**src/rtl/morse_pkg.sv**
```systemverilog
// Shared Morse definitions: FSM encoding, A-H letter codes, symbol table and timing thresholds.
// The symbol table is the same one the transmitter's pattern ROM is built from.
package morse_pkg;

    typedef enum logic [1:0] {
        S_IDLE,
        S_PRESS,
        S_GAP,
        S_DONE
    } state_t;

    localparam logic [2:0] L_A = 3'd0;
    localparam logic [2:0] L_B = 3'd1;
    localparam logic [2:0] L_C = 3'd2;
    localparam logic [2:0] L_D = 3'd3;
    localparam logic [2:0] L_E = 3'd4;
    localparam logic [2:0] L_F = 3'd5;
    localparam logic [2:0] L_G = 3'd6;
    localparam logic [2:0] L_H = 3'd7;

    localparam logic [2:0] DASH_UNITS       = 3'd2;
    localparam logic [2:0] LETTER_GAP_UNITS = 3'd3;
    localparam logic [2:0] MAX_SYMS         = 3'd4;
    localparam logic [2:0] CNT_OVF          = 3'd5;

    // Indexed by letter code; bit 0 holds the first symbol, dash = 1.
    localparam logic [2:0] SYM_LEN [8] = '{3'd2, 3'd4, 3'd4, 3'd3, 3'd1, 3'd4, 3'd3, 3'd4};
    localparam logic [3:0] SYM_BITS[8] = '{4'b0010, 4'b0001, 4'b0101, 4'b0001,
                                           4'b0000, 4'b0100, 4'b0011, 4'b0000};

    // Returns {error, valid, code}; the overflow count 5 never matches a length.
    function automatic logic [4:0] lookup(input logic [2:0] cnt, input logic [3:0] sym);
        logic [4:0] r;
        logic [3:0] mask;
        r = 5'b10000;
        for (int i = 0; i < 8; i++) begin
            mask = 4'((5'd1 << SYM_LEN[i]) - 5'd1);
            if (cnt == SYM_LEN[i] && (sym & mask) == SYM_BITS[i])
                r = {1'b0, 1'b1, 3'(i)};
        end
        return r;
    endfunction

endpackage

```
**src/rtl/key_debounce.sv**
```systemverilog
// Key conditioning: 2-FF synchronizer, stability-count debounce and 1-cycle edge pulses.
// The key is active-low; level and edges are reported in pressed=1 terms.
module key_debounce #(
    parameter int DEBOUNCE_CYCLES = 50_000
) (
    input  logic CLOCK_50,
    input  logic resetn,
    input  logic key_n,
    output logic level,
    output logic press_edge,
    output logic release_edge
);

    localparam int DW = $clog2(DEBOUNCE_CYCLES + 1);

    logic [1:0]    sync;
    logic [DW-1:0] dcnt;
    logic          sample;

    assign sample = ~sync[1];

    always_ff @(posedge CLOCK_50 or negedge resetn) begin
        if (!resetn) begin
            sync         <= 2'b11;
            dcnt         <= '0;
            level        <= 1'b0;
            press_edge   <= 1'b0;
            release_edge <= 1'b0;
        end else begin
            sync         <= {sync[0], key_n};
            press_edge   <= 1'b0;
            release_edge <= 1'b0;
            if (sample == level) begin
                dcnt <= '0;
            end else if (dcnt == DW'(DEBOUNCE_CYCLES - 1)) begin
                // Pulses are registered alongside the level so they line up with it.
                level        <= sample;
                dcnt         <= '0;
                press_edge   <= sample;
                release_edge <= ~sample;
            end else begin
                dcnt <= dcnt + DW'(1);
            end
        end
    end

endmodule

```
**src/rtl/morse_decoder.sv**
```systemverilog
// Morse receiver: times debounced presses/gaps in units, collects dots/dashes,
// and decodes the finished letter against the A-H table onto LEDR.
module morse_decoder
    import morse_pkg::*;
#(
    parameter int UNIT_CYCLES     = 25_000_000,
    parameter int DEBOUNCE_CYCLES = 50_000
) (
    input  logic       CLOCK_50,
    input  logic       resetn,
    input  logic [1:0] KEY,
    output logic [9:0] LEDR
);

    localparam int CW = $clog2(UNIT_CYCLES + 1);

    logic          level, press_edge, release_edge;
    logic [CW-1:0] cyc;
    logic [2:0]    units;
    logic          tick;
    state_t        state;
    logic [3:0]    sym;
    logic [2:0]    cnt;
    logic [4:0]    result;
    logic          unused_key0;

    assign unused_key0 = KEY[0];

    key_debounce #(.DEBOUNCE_CYCLES(DEBOUNCE_CYCLES)) u_key (
        .CLOCK_50     (CLOCK_50),
        .resetn       (resetn),
        .key_n        (KEY[1]),
        .level        (level),
        .press_edge   (press_edge),
        .release_edge (release_edge)
    );

    assign tick = (cyc == CW'(UNIT_CYCLES - 1));

    // Any debounced edge restarts timing, taking priority over a coincident tick.
    always_ff @(posedge CLOCK_50 or negedge resetn) begin
        if (!resetn) begin
            cyc   <= '0;
            units <= '0;
        end else if (press_edge || release_edge) begin
            cyc   <= '0;
            units <= '0;
        end else if (tick) begin
            cyc <= '0;
            if (units != 3'd7)
                units <= units + 3'd1;
        end else begin
            cyc <= cyc + CW'(1);
        end
    end

    always_ff @(posedge CLOCK_50 or negedge resetn) begin
        if (!resetn) begin
            state  <= S_IDLE;
            sym    <= '0;
            cnt    <= '0;
            result <= '0;
        end else begin
            case (state)
                S_IDLE: if (press_edge) state <= S_PRESS;
                S_PRESS: begin
                    if (release_edge) begin
                        if (cnt < MAX_SYMS)
                            sym[cnt[1:0]] <= (units >= DASH_UNITS);
                        if (cnt != CNT_OVF)
                            cnt <= cnt + 3'd1;
                        state <= S_GAP;
                    end
                end
                S_GAP: begin
                    if (press_edge)
                        state <= S_PRESS;
                    else if (tick && units == LETTER_GAP_UNITS - 3'd1)
                        state <= S_DONE;
                end
                S_DONE: begin
                    result <= lookup(cnt, sym);
                    sym    <= '0;
                    cnt    <= '0;
                    state  <= S_IDLE;
                end
                default: state <= S_IDLE;
            endcase
        end
    end

    assign LEDR = {level, 1'b0, cnt, result};

endmodule
```
**config.mk**
```make
export PLATFORM = sky130hd
export DESIGN_NAME = morse_decoder
export DESIGN_NICKNAME = d
export VERILOG_FILES = /design/src/rtl/morse_pkg.sv /design/src/rtl/key_debounce.sv /design/src/rtl/morse_decoder.sv
export SDC_FILE = /design/constraint.sdc
export NUM_CORES = 1
export LEC_CHECK = 0
export ABC_CLOCK_PERIOD_IN_PS = 5160
export CELL_PAD_IN_SITES_DETAIL_PLACEMENT = 0
export CELL_PAD_IN_SITES_GLOBAL_PLACEMENT = 1
export CORE_ASPECT_RATIO = 0.6
export CORE_MARGIN = 3
export CORE_UTILIZATION = 53
export CTS_BUF_LIST = sky130_fd_sc_hd__clkbuf_4
export CTS_CLUSTER_SIZE = 28
export DETAILED_ROUTE_END_ITERATION = 10
export PLACE_DENSITY_LB_ADDON = 0.1
export REMOVE_ABC_BUFFERS = 1
export SLEW_MARGIN = 15
export SYNTH_ARGS = -nofsm -noshare
export SYNTH_HDL_FRONTEND = slang
export SYNTH_SLANG_ARGS = --single-unit
```
**constraint.sdc**
```tcl
create_clock -name CLOCK_50 -period 5.16 [get_ports CLOCK_50]
set_clock_uncertainty 0.2 [all_clocks]
set_input_delay 1.032 -clock CLOCK_50 [delete_from_list [all_inputs] [get_ports CLOCK_50]]
set_output_delay 1.032 -clock CLOCK_50 [all_outputs]
set_load 0.1 [all_outputs]
```
After elaboration in Yosys (flattened, before gate mapping) --
Cells that the tools add are included.
Word-level totals: output and inout bits 10, register bits 63, bits of input ports 4, word-level logic and storage cells 100
Operators by class: bitwise logic cells 2, $add $sub $neg 4, muxes and demuxes 33, equality and inequality tests 24, reductions and logical operators 22, magnitude comparators 4
Operator list (number):
- 25-bit two-way mux | 2
- 5-bit two-way mux | 8
- 16-bit two-way mux | 2
- 25-bit by 1-bit adder with 25-bit output, second input constant | 1
- 25-bit equality test, second input constant | 1
- 16-bit by 1-bit adder with 16-bit output, second input constant | 1
- 16-bit equality test, second input constant | 1
- 3-bit two-way mux | 5
- 3-bit by 2-bit equality test with 1-bit output, second input constant | 4
- 1-bit logical AND | 10
- 3-bit AND reduction | 3
- 4-bit by 3-bit equality test with 1-bit output, second input constant | 2
- 4-bit zero test | 2
- 2-bit two-way mux | 4
- 4-bit two-way mux | 2
- 2-bit one-hot mux with 4 select lines | 1
- 4-bit one-hot mux with 2 select lines | 1
- 3-bit by 1-bit adder with 3-bit output, second input constant | 2
- 2-bit equality test, second input constant | 3
- 3-bit by 1-bit equality test with 1-bit output, second input constant | 2
- 3-bit != test, second input constant | 2
- 3-bit one-hot mux with 2 select lines | 1
- 2-bit nonzero test | 3
- 1-bit two-way mux | 5
- 17 further kinds | 21

Depth between registers and ports, before layout --
Gate-level depths: netlist (run 1).
word-level depth 10, mapped depth 6, depth with buffers taken out 6

Modules after synthesis --
A second synthesis (run 1) with hierarchy kept.
Second synthesis, totals: cell total of the unflattened synthesis 330, area total of the unflattened synthesis 3231.8 µm²
By module, submodules not included:
- morse_decoder | area each 2265.9 µm², cells each 237, sequential area each 1051.0 µm², instances 1
- key_debounce | area each 965.9 µm², cells each 93, sequential area each 528.0 µm², instances 1

Worst setup path before layout (run 1) --
No wires, ideal clock.
kind register -> register, start point register cnt[2], end point register result[3], cell stages (with the launch flop) 7, path slack 2.890 ns, setup time 0.120 ns, buffers on the path 0, data required time 4.840 ns, arrival 1.950 ns, clock period less this slack 2.270 ns, path through dfrtp_1 -> inv_1 -> ha_1 -> and4b_1 -> a31oi_1 -> nand4_1 -> o21a_1
On the way: cells in the longest elaborated chain, start to end 10, elaborated cells between the ends (all ways) 20, classes of those cells eq/ne (4); mux (8); reduce/logical (8)
Ends and longest elaborated chain:
- from (decl) | line morse_decoder.sv:23 | logic [2:0] cnt;
- from (signal assigned) | line morse_decoder.sv:71 | cnt <= cnt + 3'd1;
- 3-bit by 2-bit equality test with 1-bit output | line morse_pkg.sv:38 | if (cnt == SYM_LEN[i] && (sym & mask) == SYM_BITS[i])
- 1-bit logical AND | line morse_pkg.sv:38
- 5-bit two-way mux (7 in series) | line morse_pkg.sv:38
- 5-bit two-way mux * | line morse_pkg.sv:38
- to (signal assigned) | line morse_decoder.sv:82 | result <= lookup(cnt, sym);
- to (decl) | line morse_decoder.sv:24 | logic [4:0] result;
Every way passes the cells marked *; elsewhere a longest branch is shown, timed or not. A chain may end at the register's enable or synchronous reset.

Worst setup path after layout (run 1) --
start point register u_key.level, end point output port LEDR[9]
RTL lines:
- from (decl) | line key_debounce.sv:9 | output logic level,
- from (signal assigned) | line key_debounce.sv:37 | level <= sample;
- to (decl) | line morse_decoder.sv:12 | output logic [9:0] LEDR
No word-level cell between the ends.

==> results of run 1 <==
==> cell families after synthesis <==
| kind of cell | count (synthesis) | synth area share |
|---|---|---|
| AND/OR/NAND/NOR | 140 | 0.245 |
| AO/OA/AOI/OAI | 63 | 0.116 |
| flip-flops | 63 | 0.495 |
| XOR/XNOR | 22 | 0.0604 |
| buffers and inverters | 22 | 0.0310 |
| adder cells (fa/ha/maj) | 10 | 0.0392 |
| multiplexers | 4 | 0.0125 |
| other | 1 | 0.00118 |
==> Yosys cell counts (3+ instances only) <==
master,instances
dfrtp_1,61
nor2_1,35
a21oi_1,22
nand2_1,21
o21ai_0,19
nand3_1,15
or3_1,14
xnor2_1,14
inv_1,11
nand4_1,11
ha_1,10
xor2_1,8
clkbuf_1,7
o31ai_1,7
or4_1,7
and3_1,5
and4_1,5
nor3_1,5
o211ai_1,5
mux2i_1,4
o21a_1,4
nor2b_1,3
nor4_1,3
==> worst max path at each step <==
stage	endpoint	cells after the start	slack (ns)	from
floorplan	result[2]	6	2.88	cnt[2]
global placement	LEDR[7]	1	2.35	cnt[2]
detailed placement	LEDR[9]	1	2.34	u_key.level
CTS	LEDR[9]	1	1.85	u_key.level
global route	LEDR[5]	1	1.80	cnt[0]
finish	LEDR[9]	1	1.91	u_key.level
==> registers in the layout (all words and copies together) (netlist names) <==
name,cells
cyc,25
u_key.dcnt,16
result,5
sym,4
cnt,3
units,3
state,2
u_key.sync,2
u_key.level,1
u_key.press_edge,1
u_key.release_edge,1
==> power breakdown <==
group	switching, mW	internal (mW)	total [mW]
logic	0.0157	0.00350	0.0192
clock network	0.172	0.106	0.278
registers	0.00262	0.497	0.499
==> area by class of cell <==
class,count,area (sq um)
multi-input cells,240,1510
repair buffers,12,113
inverters,11,41.3
well taps,80,100
clock buffers,11,82.6
fillers,485,2250
flip-flops and latches,63,1580
clock inverters,5,25.0
==> layer usage <==
metal	GRT usage	up-vias	wire length [microns]
met5	0	-	0
met4	0.0792	0	82
met3	0.0585	7	276
met2	0.255	35	2310
met1	0.289	1122	3200
li1	-	1203	-
==> metrics by stage <==
stage | util | hold slack (ns)
final | 0.606 | 0.161
after global routing | 0.606 | 0.169
after CTS | 0.606 | 0.161
after detailed placement | 0.587 | 0.147
after global placement | 0.587 | 0.148
after floorplan | - | 0.145
==> results.yml, run 1 <==
synthesis:
  synth_warnings: 0
  synthCells: 325
  synth.distinct_cells: 46
  yosysTopAreaCellShare: 0.478
  yosys.area.top_type: "dfrtp_1"
  syn-cell-area_sq_mm: 0.00319
  ys_seq_area_frac: 0.495
  synth_ff_type: "dfrtp_1"
  synth.avg_cell_area_sq_um: 9.82
  ys_ff_latch: 63
  async_reset_ff_frac: 1.00
  synth-edff-count: 0
  ys_top_cells_by_area: "dfrtp_1, nor2_1, ha_1, xnor2_1, a21oi_1"
route:
  vias: 2367
  firstDrtPassIters: 4
  wl_mm: 5.87
  drt_iter0_drc: 150
  post_drt_via_cell_ratio: 5.61
  wire_per_inst_microns: 13.9
  drtAntennaViolNets: 0
  drc: 0
critical_path:
  worstRegToRegCells: 5
  cp.buffers_inverters: 1
  ff2ff_setup_slack_ns: 2.74
  cp_top_family: "buffers and inverters"
  cp.arrival_ns: 2.01
  critical-path-max-stage-delay_ns: 1.16
  cp.required_ns: 3.93
  worstSetupPathType: "flop to primary output"
  cp-end-kind: "primary output"
  cp-start-kind: "flop"
  reg2reg_from: "cyc[0]"
  critical-path-slowest-cell: "clkdlybuf4s50_1"
  worstPathMaxFanout: 5
  cp_cell_sequence: "clkdlybuf4s50_1"
  regToRegEndpoint: "cyc[7]"
pwr:
  p_leak_nw: 1.45
  ir_drop_uv: 196
  powerDensity_mw_per_mm2: 231
  p_total_mw: 0.796
status:
  status: "finished clean"
placement:
  portBuffers: 11
  hpwl_mm: 3.99
  numPlacedInstances: 406
  dp_slack_ns: 2.34
  placed_cell_area_sq_mm: 0.00335
  gp_congestion: 0.809
die:
  die_x_microns: 106
  floorplan.initialDensity: 0.560
  dieArea_sq_mm: 0.00702
  die_h_microns: 66.1
  core_area_sq_mm: 0.00570
  rows: 21
  io_pins: 14
cts:
  cts_root_buffer: "clkbuf_4"
  cts.repair.resized: 0
  cts_num_sinks: 63
  clockBufferDepth: 2
  clk_transition_reported_paths_ns: 0.11
  cts_tree: "built"
  cts_hold_buf: 0
  worstSkewPairLatency_ns: 0.41
  post-cts-setup-buffers: 0
  htreeDepth: 3
  cts_buffers: 9
sta:
  setup_ws_ns: 1.91
  hold_viol: 0
  timing.setup.tns_ns: 0
  max_freq_ghz: 0.308
  min_period_ns: 3.25
  worst_slew_pin_slew_ns: 0.979
  grt_setup_unrepaired: "no"
  relSlewSlack: 0.345
  finalSetupViolCount: 0
  period_share: 0.629
  slew_viol_final: 0
global_route:
  grt_pass1_vias: 2167
  grt_pass1_wl_mm: 10.5
  grt_antenna_before_repair: 0
  grt_max_degree: 48
  grtUsageTotal: 0.193
  grt.overflow.total: 0
layout:
  stdcell_area_sq_mm: 0.00345
  fin_nets: 351
  layout-drive-gt1-share: 0.0702
  instances_no_fill: 422
  layout_common_cells: "dfrtp_1, nor2_1, a21oi_1"
  num_antenna_cells: 0
  area_growth_pct: 8.24
  mostFrequentLayoutCell: "dfrtp_1"
min_path:
  min_from: "u_key.sync[0]"
  min_path_cells: 0
  min_path_type: "flop to flop"
  holdPathEnd: "u_key.sync[1]"
job:
  cap_violations: 0
No activity file was read; power rests on OpenSTA's default activity.
==> inputs of run 2 (changes only) <==
--- a/config.mk
+++ b/config.mk
@@ -5,12 +5,12 @@
 export SDC_FILE = /design/constraint.sdc
 export NUM_CORES = 1
 export LEC_CHECK = 0
-export ABC_CLOCK_PERIOD_IN_PS = 5160
+export ABC_CLOCK_PERIOD_IN_PS = 3100
 export CELL_PAD_IN_SITES_DETAIL_PLACEMENT = 0
 export CELL_PAD_IN_SITES_GLOBAL_PLACEMENT = 1
 export CORE_ASPECT_RATIO = 0.6
 export CORE_MARGIN = 3
-export CORE_UTILIZATION = 53
+export CORE_UTILIZATION = 49
 export CTS_BUF_LIST = sky130_fd_sc_hd__clkbuf_4
 export CTS_CLUSTER_SIZE = 28
 export DETAILED_ROUTE_END_ITERATION = 10
==> constraint.sdc (replaced) <==
create_clock -name CLOCK_50 -period 3.1 [get_ports CLOCK_50]
set_clock_uncertainty 0.2 [all_clocks]
set_input_delay 0.62 -clock CLOCK_50 [delete_from_list [all_inputs] [get_ports CLOCK_50]]
set_output_delay 0.62 -clock CLOCK_50 [all_outputs]
set_load 0.1 [all_outputs]
==> run 2 against run 1 <==
Sequential cell count is the same. Die area increased by 7.6%. Via count fell by 0.13%. First-iteration DRC count down 15%. Global-route usage fell by 1.4 points. Wire length up 3.4%. Combinational power increased by 68%. Clock-buffer cell count shrank 1. Clock power up 92%. Cell area up 0.47%. Final cell count rose by 1.4%. Register-to-register slack lost 2.0 ns. Critical endpoint is now cyc[24].
==> results.yml, run 2 (synthesized netlist as in run 1, its figures left out) <==
status:
  status: "finished clean"
cts:
  cts.repair.resized: 0
  cts_buffers: 9
  clk_transition_reported_paths_ns: 0.10
  worstSkewPairLatency_ns: 0.41
  cts_root_buffer: "clkbuf_4"
  cts_tree: "built"
  clockBufferDepth: 2
  htreeDepth: 3
  cts_num_sinks: 63
  post-cts-setup-buffers: 0
  cts_hold_buf: 0
sta:
  min_period_ns: 2.35
  hold_ws_ns: 0.166
  period_share: 0.757
  timing.setup.tns_ns: 0
  relSlewSlack: 0.471
  hold_viol: 0
  worst_slew_pin_slew_ns: 0.794
  setup_ws_ns: 0.754
  grt_setup_unrepaired: "no"
  max_freq_ghz: 0.426
  slew_viol_final: 0
  finalSetupViolCount: 0
pwr:
  p_leak_nw: 1.48
  power.switching_mw: 0.320
  p_clk_frac: 0.383
  powerDensity_mw_per_mm2: 403
  ir_drop_uv: 297
  power_frac_seq: 0.594
  comb_power_share: 0.023
  switching_share: 0.229
  intPower_mw: 1.08
placement:
  placed_cell_area_sq_mm: 0.00334
  portBuffers: 11
  dp_slack_ns: 0.794
  hpwl_mm: 4.12
  gp_congestion: 0.799
layout:
  fin_nets: 353
  fillers: 567
  layout-drive-gt1-share: 0.0930
  fin_util: 0.560
  largest_register_ffs: 25
  top_register: "cyc"
  num_antenna_cells: 0
  biggestRegsByFlops: "cyc (25), u_key.dcnt (16), result (5)"
  layout_common_cells: "dfrtp_1, nor2_1, a21oi_1"
  mostFrequentLayoutCell: "dfrtp_1"
  area_growth_pct: 8.75
  stdcell_area_sq_mm: 0.00347
die:
  dieArea_sq_mm: 0.00755
  io_pins: 14
  die_x_microns: 110
  core_area_sq_mm: 0.00619
  floorplan.initialDensity: 0.515
  die_h_microns: 68.5
  rows: 22
critical_path:
  reg2reg_from: "cyc[0]"
  worstPathMaxFanout: 14
  regToRegEndpoint: "cyc[24]"
  cp.arrival_ns: 2.49
  cp.required_ns: 3.24
  worstSetupPathType: "flop to flop"
  cp-end-kind: "flop"
  worstRegToRegCells: 5
  ff2ff_setup_slack_ns: 0.75
  cp-start-kind: "flop"
  critPathLaunch: "cyc[0]"
route:
  firstDrtPassIters: 5
  wire_per_inst_microns: 14.2
  vias: 2364
  drtAntennaViolNets: 0
  drc: 0
  post_drt_via_cell_ratio: 5.52
  wl_mm: 6.07
  drt_iter0_drc: 128
global_route:
  grtUsageTotal: 0.179
  grt_pass1_vias: 2127
  grt.overflow.total: 0
  grt_antenna_before_repair: 0
  grt_pass1_wl_mm: 10.1
  grt_max_degree: 64
job:
  cap_violations: 0
min_path:
  min_path_type: "input port to async pin"
run 2: worst max path at each step:
stage / to / slack, ns / cells past startpoint
floorplan: result[2] / 0.82 / 6
global placement: cyc[24] / 0.81 / 5
detailed placement: cyc[24] / 0.79 / 5
CTS: cyc[24] / 0.78 / 5
global route: cyc[24] / 0.66 / 5
finish: cyc[24] / 0.75 / 5
run 2: critical path, cell delays in order (launching register included):
cell	delay, ns
dfrtp_1	0.43
ha_1	0.24
nand2_1	0.16
or4_4	0.61
or4_1	0.49
a21oi_1	0.15
run 2: cell type report:
| cell class | count | area [sq um] | share of cell area |
|---|---|---|---|
| clock buffers | 10 | 75.1 | 0.0216 |
| clock inverters | 6 | 51.3 | 0.0148 |
| inverters | 11 | 41.3 | 0.0119 |
| multi-input cells | 240 | 1510 | 0.436 |
| flip-flops and latches | 63 | 1580 | 0.455 |
| well taps | 84 | 105 | 0.0303 |
| repair buffers | 14 | 105 | 0.0303 |
run 2: power by group through the flow:
stage | Clock (mW) | Combinational [mW] | Sequential, mW
2_1_floorplan | 0 | 0.0122 | 0.846
3_3_place_gp | 0 | 0.0336 | 0.847
3_5_place_dp | 0 | 0.0339 | 0.847
4_1_cts | 0.559 | 0.0341 | 0.831
5_1_grt | 0.597 | 0.0373 | 0.832
6_report | 0.535 | 0.0322 | 0.831
run 2: through the flow:
step	instances	power, mW
after floorplan	314	0.858
after global placement	412	0.880
after detailed placement	412	0.881
after CTS	428	1.42
after global routing	428	1.47
final	428	1.40
run 2: metal layers:
layer  part of all wire  vias to the layer above  GRT usage
met5                  0                        -          0
met4              0.012                        0     0.0661
met3              0.039                        8     0.0660
met2               0.41                       33      0.248
met1               0.54                     1120      0.255
li1                   -                     1203          -
